### config.mk
export PLATFORM = sky130hd
export DESIGN_NAME = ahb5_to_apb4_bridge
export DESIGN_NICKNAME = d
export VERILOG_FILES = /design/src/rtl/ahb_apb_pkg.sv /design/src/rtl/ahb5_to_apb4_bridge.sv
export SDC_FILE = /design/constraint.sdc
export NUM_CORES = 1
export LEC_CHECK = 0
export BUFFER_PORTS_ARGS = -buffer_cell sky130_fd_sc_hd__buf_2
export CAP_MARGIN = 20
export CORE_UTILIZATION = 45
export DETAILED_ROUTE_END_ITERATION = 16
export GPL_ROUTABILITY_DRIVEN = 0
export PLACE_DENSITY = 0.8
export SLEW_MARGIN = 20
export SYNTH_ARGS = -nofsm -noshare
export SYNTH_HDL_FRONTEND = slang
export SYNTH_SLANG_ARGS = --single-unit
### constraint.sdc
create_clock -name HCLK -period 1.8 [get_ports HCLK]
set_input_delay 0.18 -clock HCLK [delete_from_list [all_inputs] [get_ports HCLK]]
set_output_delay 0.18 -clock HCLK [all_outputs]
set_load 0.01 [all_outputs]
### src/rtl/ahb_apb_pkg.sv
// ---------------------------------------------------------------------------
// ahb_apb_pkg
// Shared types and helpers for the AHB5 -> APB4 bridge.
//   htrans_e        : AHB transfer type encoding
//   HSIZE_*         : supported AHB transfer sizes (byte, halfword, word)
//   bridge_state_e  : bridge FSM states
//   calc_pstrb      : APB byte strobes for a transfer
//   size_align_err  : size/alignment legality check done at accept time
// ---------------------------------------------------------------------------
package ahb_apb_pkg;

  typedef enum logic [1:0] {
    HTRANS_IDLE   = 2'b00,
    HTRANS_BUSY   = 2'b01,
    HTRANS_NONSEQ = 2'b10,
    HTRANS_SEQ    = 2'b11
  } htrans_e;

  localparam logic [2:0] HSIZE_BYTE = 3'd0;
  localparam logic [2:0] HSIZE_HALF = 3'd1;
  localparam logic [2:0] HSIZE_WORD = 3'd2;

  typedef enum logic [2:0] {
    ST_IDLE   = 3'd0,
    ST_WLATCH = 3'd1,
    ST_SETUP  = 3'd2,
    ST_ACCESS = 3'd3,
    ST_ERR1   = 3'd4,
    ST_ERR2   = 3'd5
  } bridge_state_e;

  // Reads never assert strobes; writes mark the byte lanes the size covers.
  function automatic logic [3:0] calc_pstrb(input logic [2:0] size,
                                            input logic [1:0] addr,
                                            input logic       write);
    logic [3:0] strb;
    strb = 4'b0000;
    if (write) begin
      case (size)
        HSIZE_BYTE: strb = 4'b0001 << addr;
        HSIZE_HALF: strb = addr[1] ? 4'b1100 : 4'b0011;
        HSIZE_WORD: strb = 4'b1111;
        default:    strb = 4'b0000;
      endcase
    end
    return strb;
  endfunction

  // Sizes wider than the 32-bit data bus, and misaligned halfwords/words,
  // are rejected without touching the APB side.
  function automatic logic size_align_err(input logic [2:0] size,
                                          input logic [1:0] addr);
    logic err;
    case (size)
      HSIZE_BYTE: err = 1'b0;
      HSIZE_HALF: err = addr[0];
      HSIZE_WORD: err = (addr != 2'b00);
      default:    err = 1'b1;
    endcase
    return err;
  endfunction

endpackage

### src/rtl/ahb5_to_apb4_bridge.sv
// ---------------------------------------------------------------------------
// ahb5_to_apb4_bridge
// Single-port AHB5 slave; each accepted AHB transfer becomes one APB4
// SETUP/ACCESS transfer. One APB transfer outstanding at a time; AHB wait
// states are held on HREADYOUT until the APB side completes.
//
// Optional build macro: APB_TIMEOUT_EN
//   defined   : ACCESS aborts to an ERROR response after TIMEOUT_CYCLES
//               consecutive PREADY=0 cycles
//   undefined : the bridge waits for PREADY indefinitely
//
// Ports
//   HCLK, HRESETn        clock, synchronous active-low reset
//   HSEL .. HREADY       AHB address/control/write-data inputs
//   HREADYOUT, HRESP,
//   HRDATA               AHB slave response (registered)
//   PADDR .. PPROT       APB requester outputs (registered)
//   PRDATA, PREADY,
//   PSLVERROR            APB completer response
//
// state  | meaning
// IDLE   | no transfer in flight, zero-wait OKAY
// WLATCH | write accepted, capturing HWDATA from the AHB data phase
// SETUP  | APB setup cycle (PSEL=1, PENABLE=0)
// ACCESS | APB access cycle, held until PREADY (or timeout)
// ERR1   | first ERROR response cycle (HREADYOUT=0, HRESP=1)
// ERR2   | second ERROR response cycle (HREADYOUT=1, HRESP=1), may accept
// ---------------------------------------------------------------------------
module ahb5_to_apb4_bridge
  import ahb_apb_pkg::*;
#(
  parameter int ADDR_W         = 32,
  parameter int DATA_W         = 32,
  parameter int TIMEOUT_CYCLES = 256
) (
  input  logic              HCLK,
  input  logic              HRESETn,
  input  logic              HSEL,
  input  logic [ADDR_W-1:0] HADDR,
  input  logic [1:0]        HTRANS,
  input  logic              HWRITE,
  input  logic [2:0]        HSIZE,
  input  logic [3:0]        HPROT,
  input  logic              HNONSEC,
  input  logic [DATA_W-1:0] HWDATA,
  input  logic              HREADY,
  output logic              HREADYOUT,
  output logic              HRESP,
  output logic [DATA_W-1:0] HRDATA,
  output logic [ADDR_W-1:0] PADDR,
  output logic              PSEL,
  output logic              PENABLE,
  output logic              PWRITE,
  output logic [DATA_W-1:0] PWDATA,
  output logic [3:0]        PSTRB,
  output logic [2:0]        PPROT,
  input  logic [DATA_W-1:0] PRDATA,
  input  logic              PREADY,
  input  logic              PSLVERROR
);

  bridge_state_e state, state_next;
  htrans_e       trans;
  logic          accept;
  logic          accept_err;
  logic          timeout_hit;

  logic          psel_d;
  logic          penable_d;
  logic          hreadyout_d;
  logic          hresp_d;

  logic          unused_sig;

  assign trans      = htrans_e'(HTRANS);
  assign accept     = HSEL && HREADY &&
                      ((trans == HTRANS_NONSEQ) || (trans == HTRANS_SEQ)) &&
                      ((state == ST_IDLE) || (state == ST_ERR2));
  assign accept_err = size_align_err(HSIZE, HADDR[1:0]);

  // HPROT[3:2] (cacheable/bufferable) have no APB4 equivalent.
  assign unused_sig = &{1'b0, HPROT[3:2]};

`ifdef APB_TIMEOUT_EN
  localparam int TMO_W = (TIMEOUT_CYCLES > 1) ? $clog2(TIMEOUT_CYCLES + 1) : 1;
  localparam logic [TMO_W-1:0] TMO_LOAD = TMO_W'(TIMEOUT_CYCLES - 1);

  logic [TMO_W-1:0] tmo_cnt;

  // Down-counter loaded on the way into SETUP; reaching zero on a wait
  // cycle means TIMEOUT_CYCLES consecutive PREADY=0 cycles have elapsed.
  always_ff @(posedge HCLK) begin
    if (!HRESETn) begin
      tmo_cnt <= '0;
    end else if (state_next == ST_SETUP) begin
      tmo_cnt <= TMO_LOAD;
    end else if ((state == ST_ACCESS) && !PREADY && (tmo_cnt != '0)) begin
      tmo_cnt <= tmo_cnt - 1'b1;
    end
  end

  assign timeout_hit = (tmo_cnt == '0);
`else
  logic [31:0] unused_timeout;
  assign unused_timeout = TIMEOUT_CYCLES;
  assign timeout_hit    = 1'b0;
`endif

  // State register
  always_ff @(posedge HCLK) begin
    if (!HRESETn) begin
      state <= ST_IDLE;
    end else begin
      state <= state_next;
    end
  end

  // Next-state logic
  always_comb begin
    state_next = state;
    case (state)
      ST_IDLE, ST_ERR2: begin
        if (accept) begin
          if (accept_err) begin
            state_next = ST_ERR1;
          end else if (HWRITE) begin
            state_next = ST_WLATCH;
          end else begin
            state_next = ST_SETUP;
          end
        end else begin
          state_next = ST_IDLE;
        end
      end
      ST_WLATCH: state_next = ST_SETUP;
      ST_SETUP:  state_next = ST_ACCESS;
      ST_ACCESS: begin
        if (PREADY) begin
          state_next = PSLVERROR ? ST_ERR1 : ST_IDLE;
        end else if (timeout_hit) begin
          state_next = ST_ERR1;
        end
      end
      ST_ERR1:   state_next = ST_ERR2;
      default:   state_next = ST_IDLE;
    endcase
  end

  // Output decode from the next state; registered below so every
  // bus-facing output comes straight from a flop.
  always_comb begin
    psel_d      = 1'b0;
    penable_d   = 1'b0;
    hreadyout_d = 1'b1;
    hresp_d     = 1'b0;
    case (state_next)
      ST_IDLE:   begin end
      ST_WLATCH: hreadyout_d = 1'b0;
      ST_SETUP: begin
        psel_d      = 1'b1;
        hreadyout_d = 1'b0;
      end
      ST_ACCESS: begin
        psel_d      = 1'b1;
        penable_d   = 1'b1;
        hreadyout_d = 1'b0;
      end
      ST_ERR1: begin
        hreadyout_d = 1'b0;
        hresp_d     = 1'b1;
      end
      ST_ERR2:   hresp_d = 1'b1;
      default:   begin end
    endcase
  end

  // Registered outputs and APB request capture. The APB request fields are
  // only loaded on a legal accept, so they stay put from SETUP to the end
  // of ACCESS and are untouched by rejected transfers.
  always_ff @(posedge HCLK) begin
    if (!HRESETn) begin
      HREADYOUT <= 1'b1;
      HRESP     <= 1'b0;
      HRDATA    <= '0;
      PSEL      <= 1'b0;
      PENABLE   <= 1'b0;
      PADDR     <= '0;
      PWRITE    <= 1'b0;
      PWDATA    <= '0;
      PSTRB     <= 4'b0000;
      PPROT     <= 3'b000;
    end else begin
      HREADYOUT <= hreadyout_d;
      HRESP     <= hresp_d;
      PSEL      <= psel_d;
      PENABLE   <= penable_d;

      if (accept && !accept_err) begin
        PADDR  <= HADDR;
        PWRITE <= HWRITE;
        PSTRB  <= calc_pstrb(HSIZE, HADDR[1:0], HWRITE);
        PPROT  <= {~HPROT[0], HNONSEC, HPROT[1]};
      end

      if (state == ST_WLATCH) begin
        PWDATA <= HWDATA;
      end

      if ((state == ST_ACCESS) && PREADY && !PSLVERROR && !PWRITE) begin
        HRDATA <= PRDATA;
      end
    end
  end

endmodule

==> metrics.md <==
| Metric | Value |
|---|---|
| Drt pass-1 iters | `4` |
| Max incr delay on CP | `470 ps` |
| Final Critical Period | `1600 ps` |
| FILL cells | `837` |
| Slew @ Worst Pin | `419 ps` |
| Reg-to-reg setup timing slack | `200 ps` |
| Startpoint types | `register` |
| First-pass GRT wire length | `15400 um` |
| CTS clk-pin slew, worst paths | `100 ps` |
| Routed wire per std cell | `12.2 um` |
| Largest net degree at the start of global routing | `78` |
| Initial Util | `46.2%` |
| CP Capture Type | `register` |
| Clk_lat worst skew | `350 ps` |
| Worst EP arrival | `1820 ps` |
| Post-CTS sizing | `0` |
| Std cell rows | `35` |
| Unrepaired setup endpoints after global routing | `false` |
| Placed Cells | `799` |
| IO buf count | `217` |
| Max FO, Critical Path | `32` |
| Cell Area, Placed | `5340 um2` |
| CTS tree | `yes` |
| Setup TNS Final | `0 ps` |
| Share of cells above drive strength 1 | `34.9%` |
| # DRC | `0` |
| Achievable Freq | `625 MHz` |
| Clock skew | `12.5 ps` |
| Initial antenna violation count | `0` |
| CORE AREA | `9150 um2` |
| P&R area growth vs syn | `30.2%` |
| Combinational Power Share | `10.3%` |
| Cell family with most CP delay | `simple AND/OR/NAND/NOR gates` |
| Synth Warn # | `0` |
| XOR/XNOR Fraction of Synth Area | `0.207%` |
| Post-route ant nets | `0` |
| Number of flops mapped to enable cells by yosys | `0` |
| Synthesized instance count | `497` |
| DR vias/cell | `4.81` |
| Final core occ | `60.2%` |
| Main synth FF type | `dfxtp_1` |
| Netlist Area Pre-Place | `4230 um2` |
| Worst EP required | `2020 ps` |
| Max-slew violation count | `0` |
| Initial DRC Count | `121` |
| FF-to-FF path depth | `5` |
| Final period utilization | `88.8%` |
| Worst setup path start | `state[1]` |
| Seq/Total Area, Yosys | `52.5%` |
| Outcome | `finished clean` |
| Final nets | `812` |
| Non-Filler Instances | `814` |
| Clock network power share | `30.2%` |
| Die X | `98.9 um` |
| # IOs | `221` |
| Die ar. | `9790 um2` |
| Part of the power in registers | `59.4%` |
| Crit-path slowest cell | `dfxtp_1` |
| Worst path bufs/invs | `1` |
| CTS buffer count | `9` |
| Syn Nets | `610` |
| Post-Layout Inst Area | `5510 um2` |
| Pleak | `2.49 nW` |
| Overflow after GRT | `0` |
| Power per cell area | `776 nW/um2` |
| ANT cells | `0` |
| Fraction of registers with async set/reset | `0%` |
| Clock Path Buffers | `2` |
| Netlist cell types | `33` |
| H-tree depth | `3` |
| Final setup violation count | `0` |
| Fraction of the mapped netlist area in adder cells | `0%` |
| Setup CP Type | `register to register` |
| Post CTS Setup Buffer Count | `0` |
| Rel. slew slack | `71.9%` |
| Vias in the first global route | `3625` |
| Cell count of the worst hold path | `3` |
| Clk sink count | `111` |
| Largest family of logic cells by synthesized area | `simple AND/OR/NAND/NOR gates` |
| MaxCap Viol Count | `0` |
| Hold Path Class | `primary input to register` |
| Most frequent cells in the layout | `buf_2, nand2_1, dfxtp_1, a21oi_1, mux2i_1` |
| Post-Synth Simple-Gate Area | `22.1%` |
| VDD IR max | `0.460 mV` |
| Hold Buf Count CTS | `0` |
| Min-delay src | `HWDATA[17]` |
| Pint | `3.21 mW` |
| Root Buffer | `clkbuf_8` |
| Reg2reg end | `HRDATA[26]` |
| Mux share of post-synthesis cell area | `9.47%` |
| Vias | `3912` |
| Final wirelength | `9940 um` |
| FF+latch count, synth | `111` |
| Switching part of the total | `24.8%` |
| Sw power | `1.06 mW` |
| Gr usage total | `19.4%` |
| Worst-path cell chain | `nand4b_1 > or3_1 > buf_4 > nand2_1 > a21oi_1` |
| Post-DP HPWL | `7220 um` |
| Reg2reg start | `state[1]` |
| Synth Area in Compound Gates | `10.0%` |
| Worst Hold End | `PWDATA[17]` |
| Commonest non-fill, non-tap cell in the layout | `buf_2` |
| Syn Area/Cell | `8.51 um2` |
| Final hold vios | `0` |
| Die Ht | `98.9 um` |
-- final cells by class --
cell class | instances | area, um2 | share of cell area, %
multi-input cells | 348 | 1780 | 32.3
clock buffers | 11 | 131 | 2.39
well taps | 111 | 139 | 2.52
inverters | 3 | 11.3 | 0.204
flip-flops and latches | 111 | 2220 | 40.3
clock inverters | 4 | 32.5 | 0.591
repair buffers | 226 | 1190 | 21.6
-- power by group through the flow --
stage                     clock, mW  combinational, mW  sequential (mW)
final                          1.29              0.442             2.54
after CTS                      1.36              0.446             2.54
after detailed placement          0              0.444             2.60
after floorplan                   0              0.210             2.62
after global routing           1.44              0.488             2.55
after global placement            0              0.430             2.60
-- through the flow --
step	power [mW]	worst slack, ps	hold WS [ps]
floorplan	2.83	334	314
global placement	3.03	267	420
detailed placement	3.04	238	426
CTS	4.35	207	26.1
global route	4.48	85.4	27.8
finish	4.28	201	48.8
-- how the worst max path moves through the flow --
stage                  to  slack [ps]  cells after the start
6_report       HRDATA[26]         200                      5
5_1_grt        HRDATA[27]          90                      5
4_1_cts        HRDATA[26]         210                      5
3_5_place_dp   HRDATA[18]         240                      5
3_3_place_gp   HRDATA[28]         270                      5
2_1_floorplan  HRDATA[10]         330                      7
-- cells in the mapped netlist (2+ instances only) --
| master | number | area share, % |
|---|---|---|
| clkbuf_1 | 12 | 1.1 |
| nand2_1 | 205 | 18 |
| dlygate4sd1_1 | 7 | 1.4 |
| a22o_1 | 2 | 0.41 |
| a21oi_1 | 67 | 7.9 |
| dfxtp_1 | 111 | 53 |
| inv_1 | 2 | 0.18 |
| buf_6 | 6 | 1.6 |
| nor2_1 | 8 | 0.71 |
| a31oi_1 | 2 | 0.30 |
| nor3_2 | 2 | 0.47 |
| o21ai_0 | 5 | 0.59 |
| buf_2 | 9 | 1.1 |
| mux2i_1 | 40 | 9.5 |
-- worst register-to-register path, delay by kind of cell, from the launching register on --
kind                   cells  cell delay [ps]
and+or+nand+nor            3              700
buffers and inverters      1              240
DFF                        1              470
AOI/OAI and AO/OA          1               70
-- sequential cells by signal (all words and copies together) (netlist names) --
name / cells
PWRITE: 1
PWDATA: 32
HREADYOUT: 1
HRESP: 1
HRDATA: 32
state: 3
PSEL: 1
PADDR: 32
PSTRB: 4
PENABLE: 1
PPROT: 3
-- layer usage --
metal / routed length [um] / global-route usage [%] / up-vias
met5: 0 / 0 / -
met4: 123 / 6.77 / 0
met3: 685 / 5.89 / 10
met2: 5060 / 36.6 / 144
met1: 4060 / 20.2 / 1750
li1: - / - / 2008
-- cells by family (layout without fill, tap and decap cells) --
group / Yosys count / count (layout)
flops: 111 / 111
mux: 40 / 40
buf+inv: 38 / 244
xor+xnor: 1 / 1
compound gates: 80 / 80
simple gates: 227 / 227
(Power assumes the default switching activity.)
